### src/rtl/counter_sequencer_if.sv
// Control/status bundle for counter_sequencer: configuration and command
// inputs towards the sequencer, count and status flags back to the controller.
interface counter_sequencer_if #(
  parameter int unsigned PRESC_W = 4
);
  logic               start;
  logic               stop;
  logic               pause;
  logic               dir;
  logic               oneshot;
  logic [2:0]         limit;
  logic [PRESC_W-1:0] presc;
  logic [2:0]         count;
  logic               tc;
  logic               busy;
  logic               done;

  modport master (
    output start, stop, pause, dir, oneshot, limit, presc,
    input  count, tc, busy, done
  );

  modport slave (
    input  start, stop, pause, dir, oneshot, limit, presc,
    output count, tc, busy, done
  );
endinterface

### src/rtl/counter_sequencer.sv
// Prescaled up/down 3-bit counter with wrap or one-shot termination,
// start/stop/pause control and registered status outputs.
module counter_sequencer #(
  parameter int unsigned PRESC_W = 4
) (
  input  logic              clk,
  input  logic              rstn,
  counter_sequencer_if.slave bus
);

  typedef enum logic [1:0] {
    IDLE,
    RUN,
    PAUSE,
    DONE
  } state_e;

  state_e             state_q;
  logic               dir_q;
  logic               oneshot_q;
  logic [2:0]         limit_q;
  logic [PRESC_W-1:0] presc_q;
  logic [PRESC_W-1:0] pcnt_q;
  logic [2:0]         count_q;
  logic               tc_q;
  logic               busy_q;
  logic               done_q;

  logic [2:0]         load_val;
  logic [2:0]         reload_val;
  logic [2:0]         term_val;
  logic               at_term;
  logic               presc_hit;

  always_comb begin
    load_val   = bus.dir ? '0 : bus.limit;
    reload_val = dir_q ? '0 : limit_q;
    term_val   = dir_q ? limit_q : '0;
    at_term    = (count_q == term_val);
    presc_hit  = (pcnt_q == presc_q);
  end

  always_ff @(posedge clk or negedge rstn) begin
    if (!rstn) begin
      state_q   <= IDLE;
      dir_q     <= 1'b0;
      oneshot_q <= 1'b0;
      limit_q   <= '0;
      presc_q   <= '0;
      pcnt_q    <= '0;
      count_q   <= '0;
      tc_q      <= 1'b0;
      busy_q    <= 1'b0;
      done_q    <= 1'b0;
    end else begin
      tc_q <= 1'b0;
      // stop outranks start even in IDLE, where it is otherwise a no-op
      if (bus.stop) begin
        if (state_q != IDLE) begin
          state_q <= IDLE;
          count_q <= '0;
          pcnt_q  <= '0;
          busy_q  <= 1'b0;
          done_q  <= 1'b0;
        end
      end else if (bus.start) begin
        dir_q     <= bus.dir;
        oneshot_q <= bus.oneshot;
        limit_q   <= bus.limit;
        presc_q   <= bus.presc;
        count_q   <= load_val;
        pcnt_q    <= '0;
        state_q   <= RUN;
        busy_q    <= 1'b1;
        done_q    <= 1'b0;
      end else begin
        unique case (state_q)
          RUN: begin
            if (bus.pause) begin
              state_q <= PAUSE;
            end else if (presc_hit) begin
              pcnt_q <= '0;
              if (!at_term) begin
                count_q <= dir_q ? count_q + 3'd1 : count_q - 3'd1;
              end else if (!oneshot_q) begin
                count_q <= reload_val;
                tc_q    <= 1'b1;
              end else begin
                tc_q    <= 1'b1;
                state_q <= DONE;
                busy_q  <= 1'b0;
                done_q  <= 1'b1;
              end
            end else begin
              pcnt_q <= pcnt_q + 1'b1;
            end
          end
          // the release cycle only returns to RUN; counting resumes on the next one
          PAUSE: begin
            if (!bus.pause) begin
              state_q <= RUN;
            end
          end
          default: begin
          end
        endcase
      end
    end
  end

  always_comb begin
    bus.count = count_q;
    bus.tc    = tc_q;
    bus.busy  = busy_q;
    bus.done  = done_q;
  end

  tc_single_pulse: assert property (
    @(posedge clk) disable iff (!rstn)
    tc_q |=> (!tc_q || (presc_q == '0 && limit_q == '0 && !oneshot_q))
  );

endmodule

### src/flat_wrapper.sv
// flat-port wrapper written by rule: the top's interface ports become plain ports
module counter_sequencer_flat 
#(
  parameter int unsigned PRESC_W = 4
)
  (clk, rstn, bus_start, bus_stop, bus_pause, bus_dir, bus_oneshot, bus_limit, bus_presc, bus_count, bus_tc, bus_busy, bus_done);
  counter_sequencer_if #(.PRESC_W(PRESC_W)) bus_i ();
  input  logic clk;
  input  logic rstn;
  input wire logic [$bits(bus_i.start)-1:0] bus_start;
  input wire logic [$bits(bus_i.stop)-1:0] bus_stop;
  input wire logic [$bits(bus_i.pause)-1:0] bus_pause;
  input wire logic [$bits(bus_i.dir)-1:0] bus_dir;
  input wire logic [$bits(bus_i.oneshot)-1:0] bus_oneshot;
  input wire logic [$bits(bus_i.limit)-1:0] bus_limit;
  input wire logic [$bits(bus_i.presc)-1:0] bus_presc;
  output wire logic [$bits(bus_i.count)-1:0] bus_count;
  output wire logic [$bits(bus_i.tc)-1:0] bus_tc;
  output wire logic [$bits(bus_i.busy)-1:0] bus_busy;
  output wire logic [$bits(bus_i.done)-1:0] bus_done;
  assign bus_i.start = bus_start;
  assign bus_i.stop = bus_stop;
  assign bus_i.pause = bus_pause;
  assign bus_i.dir = bus_dir;
  assign bus_i.oneshot = bus_oneshot;
  assign bus_i.limit = bus_limit;
  assign bus_i.presc = bus_presc;
  assign bus_count = bus_i.count;
  assign bus_tc = bus_i.tc;
  assign bus_busy = bus_i.busy;
  assign bus_done = bus_i.done;
  counter_sequencer #(.PRESC_W(PRESC_W)) u_core (.clk(clk), .rstn(rstn), .bus(bus_i));
endmodule
### config.mk
export PLATFORM = sky130hd
export DESIGN_NAME = counter_sequencer_flat
export DESIGN_NICKNAME = d
export VERILOG_FILES = /design/src/rtl/counter_sequencer_if.sv /design/src/rtl/counter_sequencer.sv /design/src/flat_wrapper.sv
export SDC_FILE = /design/constraint.sdc
export NUM_CORES = 1
export LEC_CHECK = 0
export ABC_CLOCK_PERIOD_IN_PS = 2450
export CAP_MARGIN = 20
export CORE_AREA = 5 5 56 58
export CTS_BUF_LIST = sky130_fd_sc_hd__clkbuf_8
export DETAILED_ROUTE_END_ITERATION = 16
export DIE_AREA = 0 0 61 63
export HOLD_SLACK_MARGIN = 0.05
export PLACE_DENSITY = 0.75
export SETUP_SLACK_MARGIN = 0.05
export SYNTH_ARGS = -nofsm -noshare
export SYNTH_HDL_FRONTEND = slang
export SYNTH_SLANG_ARGS = --single-unit
### constraint.sdc
create_clock -name clk -period 2.45 [get_ports clk]
set_clock_uncertainty 0.2 [all_clocks]
set_input_delay 0.49 -clock clk [delete_from_list [all_inputs] [get_ports clk]]
set_output_delay 0.49 -clock clk [all_outputs]
set_load 0.02 [all_outputs]
==> results.sh, run 1 <==
export IMPL_num_rows=19
export IMPL_syn_num_nets=135
export IMPL_grt_pass1_vias=982
export IMPL_endpoint_kind="flip-flop"
export IMPL_grt_max_degree=22
export IMPL_drive_gt1_share_pct=18.8
export IMPL_route_vias_total=980
export IMPL_h_tree_depth=1
export IMPL_synth_cells=116
export IMPL_synth_top_family_by_area="compound AO/OA/AOI/OAI gates"
export IMPL_wl_per_cell_um=14.8
export IMPL_grt_first_pass_wirelength_um=4370
export IMPL_gp_congestion=0.894
export IMPL_critPathKind="flip-flop to flip-flop"
export IMPL_p_leak_uw=0.000663
export IMPL_hold_slack_ps=312
export IMPL_crit_path_max_fanout=6
export IMPL_numPortBuffers=19
export IMPL_multiInputGateArea_um2=628
export IMPL_syn_area_per_cell_um2=10.3
export IMPL_synth_ff_type="dfrtp_1"
export IMPL_synth_mux_area_share_pct=11.1
export IMPL_post_route_period_util_pct=93.3
export IMPL_ff2ff_setup_slack_ps=160
export IMPL_grt_usage_pct=15.0
export IMPL_powerDensity_nw_per_um2=850
export IMPL_ctsHoldBuffers=0
export IMPL_die_w_um=61
export IMPL_ios=20
export IMPL_die_area_um2=3840
export IMPL_drcViolationCount=0
export IMPL_routed_wl_um=2660
export IMPL_regArea_um2=528
export IMPL_fin_nets=169
export IMPL_synth_edff_count=0
export IMPL_fin_area_um2=1560
export IMPL_clockBufferDepth=2
export IMPL_synth_fa_ha_area_share_pct=5.86
export IMPL_dpl_hpwl_um=2080
export IMPL_slew_violations=0
export IMPL_power_uw=1320
export IMPL_reg2reg_from="u_core.bus.count[1]"
export IMPL_r2r_cells=5
export IMPL_synthSimpleGateAreaFrac_pct=12.0
export IMPL_fp_dieH_um=63
export IMPL_timing_setup_tns_ps=0
export IMPL_status="finished clean"
export IMPL_synth_xor_area_share_pct=7.32
export IMPL_cts_root_buffer_cell="clkbuf_8"
export IMPL_synth_compound_area_share_pct=16.2
export IMPL_ys_seq_area_share_pct=43.9
export IMPL_initial_core_util_pct=45.7
export IMPL_overflow=0
export IMPL_rsz0062_at_grt="no"
export IMPL_worstPathArrival_ps=2230
export IMPL_syn_area_um2=1200
export IMPL_hold_viol=0
export IMPL_min_to="u_core.bus.done"
export IMPL_yosysTopAreaCellShare_pct=43.9
export IMPL_slew_headroom_pct=73.0
export IMPL_worst_pin_slew_ps=401
export IMPL_cts_buffers=3
export IMPL_ant_nets=0
export IMPL_synth_seq_cells=21
export IMPL_startpoint_type="flip-flop"
export IMPL_synthToLayoutAreaGrowth_pct=30.0
export IMPL_ys_types=36
export IMPL_maxCapViolCount=0
export IMPL_cts_sinks=21
export IMPL_setup_viol=0
export IMPL_firstDrtPassIters=4
export IMPL_clock_latency_ps=260
export IMPL_place_area_um2=1510
export IMPL_yosys_warnings=0
export IMPL_tritoncts="done"
export IMPL_required_ps=2390
export IMPL_hold_depth=2
export IMPL_n_fill_cell=229
export IMPL_antenna_found_initial=0
export IMPL_diodes=0
export IMPL_post_route_min_period_ps=2290
export IMPL_drtIter0Drc=14
export IMPL_vias_per_cell=5.44
export IMPL_synth_top_area_cell="dfrtp_1"
export IMPL_core_area_um2=2620
export IMPL_max_freq_ghz=0.438
export IMPL_hp_start="u_core.bus.done"
export IMPL_synthTopCellsByArea="dfrtp_1 44%, mux2_2 8.5%, xnor2_1 6.6%"
export IMPL_ir_drop_mv=0.488
export IMPL_path_clk_slew_ps=80
export IMPL_async_flop_share_pct=100
export IMPL_rr_endpoint="u_core.state_q[1]"
export IMPL_hold_path_class="flip-flop to flip-flop"
-- repair_timing --
action,4_1_cts,5_1_grt
setup endpoints to repair,0,1
buffers inserted,0,0
resized for setup,0,2
-- worst max-delay path by stage --
| stage | start | end | slack, ps | depth (start not counted) |
|---|---|---|---|---|
| 2_1_floorplan | u_core.bus.count[2] | u_core.state_q[1] | 120 | 6 |
| 3_3_place_gp | bus_stop | u_core.bus.count[2] | 90 | 6 |
| 3_5_place_dp | bus_stop | u_core.bus.count[2] | 60 | 6 |
| 4_1_cts | u_core.dir_q | u_core.state_q[1] | 50 | 5 |
| 5_1_grt | u_core.bus.count[1] | u_core.state_q[1] | 70 | 5 |
| 6_report | u_core.bus.count[1] | u_core.state_q[1] | 160 | 5 |
-- state kept, by name, indices dropped and copies added (netlist names) --
register	cells
u_core.dir_q	1
u_core.state_q	2
u_core.bus.count	3
u_core.bus.done	1
u_core.bus.busy	1
u_core.limit_q	3
u_core.pcnt_q	4
u_core.oneshot_q	1
u_core.presc_q	4
u_core.bus.tc	1
-- where the power goes --
part	leakage (uW)	switching, uW	internal [uW]
sequential	0.000263	79.2	418
combinational	0.000375	299	301
clock	0.0000255	112	113
total	0.000663	490	832
-- synth_stat cells, types with 3 or more instances --
master and count:
ha_1 4, inv_1 9, a32oi_1 3, o21ai_0 4, dfrtp_1 21, a21oi_1 4
nand2_1 9, mux2_2 9, xnor2_1 9, nor2_1 13
-- stage by stage --
step / setup WS (ps) / instances / utilization [%]
2_1_floorplan: 115 / 116 / -
3_5_place_dp: 56.4 / 176 / 57.6
6_report: 165 / 180 / 59.5
4_1_cts: 50.5 / 180 / 59.4
3_3_place_gp: 89.5 / 176 / 57.6
5_1_grt: 71.3 / 180 / 59.5
-- per-layer routing --
layer  vias to the layer above  global-route usage, %  part of all wire, %
li1                        486                      -                    -
met1                       469                   21.6                   47
met2                        23                   22.9                   49
met3                         2                   2.48                  3.9
met4                         0                   4.34                 0.38
met5                         -                      0                    0
-- worst max-delay path: stages (launching register included) --
cell and delay (ps):
dfrtp_2 450, nand4b_1 180, o22a_1 260, a2111o_1 420, a221oi_2 310, mux2_1 360
-- cells in the final DEF (no fill, tap or decap), drive strengths merged --
| master | n |
|---|---|
| a32o | 1 |
| clkbuf | 3 |
| o32a | 1 |
| a221oi | 1 |
| a311o | 1 |
| a311oi | 1 |
| xor2 | 1 |
| a32oi | 3 |
| clkinv | 1 |
| a2111o | 1 |
| dfrtp | 21 |
| mux2 | 10 |
| inv | 9 |
| buf | 12 |
| nand3 | 2 |
| xnor2 | 9 |
| o21ai | 4 |
| nor2b | 1 |
| clkdlybuf4s50 | 19 |
| o31ai | 1 |
| a21oi | 4 |
| nor3 | 1 |
| a22o | 1 |
| nand4 | 1 |
| a31oi | 2 |
| a21o | 1 |
| mux2i | 2 |
| nand2 | 9 |
| nand2b | 1 |
| fa | 1 |
| a211o | 1 |
| and2 | 2 |
| nand4b | 1 |
| nor2 | 13 |
| ha | 4 |
| nor4 | 1 |
| o22a | 2 |
-- area by class of cell --
type                       count  area share (%)
tap                           31            2.49
inverter                       9            2.17
multi-input combinational     84            40.4
sequential                    21            34.0
clock buffer                   3            2.65
timing repair buffer          31            18.0
clock inverter                 1           0.322
-- logic make-up after synthesis --
family          Yosys count
flops                    21
simple gates             32
xor+xnor                 10
mux                      12
compound gates           25
buf+inv                  11
fa+ha+maj                 5
(Power assumes the default switching activity.)
==> run 2, diff against run 1 <==
--- a/config.mk
+++ b/config.mk
@@ -9,6 +9,7 @@
 export CAP_MARGIN = 20
 export CORE_AREA = 5 5 56 58
 export CTS_BUF_LIST = sky130_fd_sc_hd__clkbuf_8
+export CTS_CLUSTER_SIZE = 25
 export DETAILED_ROUTE_END_ITERATION = 16
 export DIE_AREA = 0 0 61 63
 export HOLD_SLACK_MARGIN = 0.05
==> results of run 2 <==
Final layout, timing and power as in run 1 (identical DEF).
==> run 3, diff against run 2 <==
--- a/config.mk
+++ b/config.mk
@@ -12,7 +12,7 @@
 export CTS_CLUSTER_SIZE = 25
 export DETAILED_ROUTE_END_ITERATION = 16
 export DIE_AREA = 0 0 61 63
-export HOLD_SLACK_MARGIN = 0.05
+export HOLD_SLACK_MARGIN = 0.1
 export PLACE_DENSITY = 0.75
 export SETUP_SLACK_MARGIN = 0.05
 export SYNTH_ARGS = -nofsm -noshare
==> results of run 3 <==
Final layout, timing and power as in run 1 (identical DEF).
==> patch, RTL diff (flow settings as in run 3) <==
`PRESC_W` is set to 4 in 3 places; all go to 5.
--- a/src/rtl/counter_sequencer_if.sv
+++ b/src/rtl/counter_sequencer_if.sv
@@ -3,3 +3,3 @@
 interface counter_sequencer_if #(
-  parameter int unsigned PRESC_W = 4
+  parameter int unsigned PRESC_W = 5
 );
--- a/src/rtl/counter_sequencer.sv
+++ b/src/rtl/counter_sequencer.sv
@@ -3,3 +3,3 @@
 module counter_sequencer #(
-  parameter int unsigned PRESC_W = 4
+  parameter int unsigned PRESC_W = 5
 ) (
--- a/src/flat_wrapper.sv
+++ b/src/flat_wrapper.sv
@@ -3,3 +3,3 @@
 #(
-  parameter int unsigned PRESC_W = 4
+  parameter int unsigned PRESC_W = 5
 )
Ports: changed (resized bus_presc); port bits go from 20 to 21. No check against the original RTL was run, so the function may have changed too.
==> patch against run 3 <==
- critical path depth increased by 1
- routed wire length grew 1.2%
- power is 6.8% higher
- first-iteration DRC count grew to 2.5 times the old value
- cell count rose by 1.7%
- count of clock-buffer cells in the layout is the same
- synthesized area grew 10%
- maximum frequency is 3.7% higher
- design area increased by 5.7%
- worst setup slack better by 82 ps
- sequential cell count up 2
- core utilization is 3.4 points higher
- largest power group unchanged
==> patch: results (changes against run 3) <==
Cells and area
  – Count of sequential standard cells: 23 (was 21)
  – Layout overhead on the synthesized area: 24.9% (was 30.0%)
  – Area share of buffers outside the clock network: 15.4% (was 18.0%)
  – Fraction of area in multi-input gates: 43.2% (was 40.4%)
  – Final design instance area without fill: 0.00164 sq mm (was 0.00156 sq mm)
  – Multi-input logic cell count: 92 (was 84)
  – Fraction of layout cells with a size suffix above 1: 17.1% (was 18.8%)
  – Number of inserted filler cells in the final layout: 231 (was 229)
  – Final #Nets: 173 (was 169)
  – Fraction of area in registers: 35.0% (was 34.0%)

Yosys
  – Post-synth cell types: 41 (was 36)
  – Multiplexer share of the synthesized area: 12.5% (was 11.1%)
  – Synthesized-area fraction occupied by adder cells: 5.32% (was 5.86%)
  – Compound-gate portion of the synthesized area: 15.9% (was 16.2%)
  – Xor and xnor area share after synthesis: 5.32% (was 7.32%)
  – Top cells by area in the synthesized netlist: sky130_fd_sc_hd__dfrtp_1 (44%), sky130_fd_sc_hd__mux2_2 (7.7%), sky130_fd_sc_hd__xnor2_1 (4.0%) (was sky130_fd_sc_hd__dfrtp_1 (44%), sky130_fd_sc_hd__mux2_2 (8.5%), sky130_fd_sc_hd__xnor2_1 (6.6%))

Global route
  – Maximum number of pins on one net before global-route repair: 24 (was 22)
  – Global-route wire length before repair: 4550 microns (was 4370 microns)
  – Global routing usage on met1: 20.3% (was 21.6%)
  – Routing usage on met2: 25.8% (was 22.9%)
  – Via count of the first global-routing pass: 1,002 (was 982)

Detailed routing
  – DR WL met2: 1350 microns (was 1300 microns)
  – Detail-routed net length per standard cell: 14.7 microns (was 14.8 microns)
  – Initial DRC Count: 35 (was 14)
  – Via/cell ratio: 5.57 (was 5.44)

Run status
  – Status: completed (unchanged)

Critical path
  – Arrival time of data at the critical path endpoint: 2150 ps (was 2230 ps)
  – Start point of the critical path: u_core.bus.count[2]$_DFFE_PN0P_ (was u_core.bus.count[1]$_DFFE_PN0P_)
  – Worst R2R Path Depth: 6 (was 5)
  – Critical Path End: u_core.state_q[0]$_DFFE_PN0P_ (was u_core.state_q[1]$_DFFE_PN0P_)
  – Reg2reg setup slack: 250 ps (was 160 ps)

Timing
  – Post-route fraction of the period consumed by the critical path: 89.9% (was 93.3%)
  – Max-Slew Margin vs Limit: 77.5% (was 73.0%)

Hold path
  – Start point of the worst hold path: u_core.state_q[1]$_DFFE_PN0P_ (was u_core.bus.done$_DFFE_PN0P_)

Pwr
  – Reported leakage power: 0.698 nW (was 0.663 nW)
  – Total combinational power: 0.638 mW (was 0.600 mW)
  – Internal Dissipation: 0.895 mW (was 0.832 mW)

Placed design
  – Number of buffer cells added on primary ports: 20 (was 19)
  – Routability cong.: 0.764 (was 0.894)
  – Half-perimeter wire length after placement: 2130 microns (was 2080 microns)
-- patch: critical path: stages, from the launching register on --
cell                       delay [ps]
sky130_fd_sc_hd__dfrtp_1          480
sky130_fd_sc_hd__and4bb_1         260
sky130_fd_sc_hd__a31oi_2          230
sky130_fd_sc_hd__o31ai_4          110
sky130_fd_sc_hd__and3_1           230
sky130_fd_sc_hd__o221ai_2         230
sky130_fd_sc_hd__mux2_1           350
-- patch: worst min path at each step --
| stage | end | slack (ps) | depth (start not counted) |
|---|---|---|---|
| global placement | u_core.presc_q[2]$_DFFE_PN0P_ | 310 | 1 |
| CTS | u_core.state_q[1]$_DFFE_PN0P_ | 340 | 1 |
| floorplan | u_core.bus.busy$_DFFE_PN0P_ | -6 | 0 |
| global route | u_core.presc_q[2]$_DFFE_PN0P_ | 350 | 1 |
| finish | u_core.state_q[1]$_DFFE_PN0P_ | 330 | 1 |
| detailed placement | u_core.state_q[1]$_DFFE_PN0P_ | 320 | 1 |
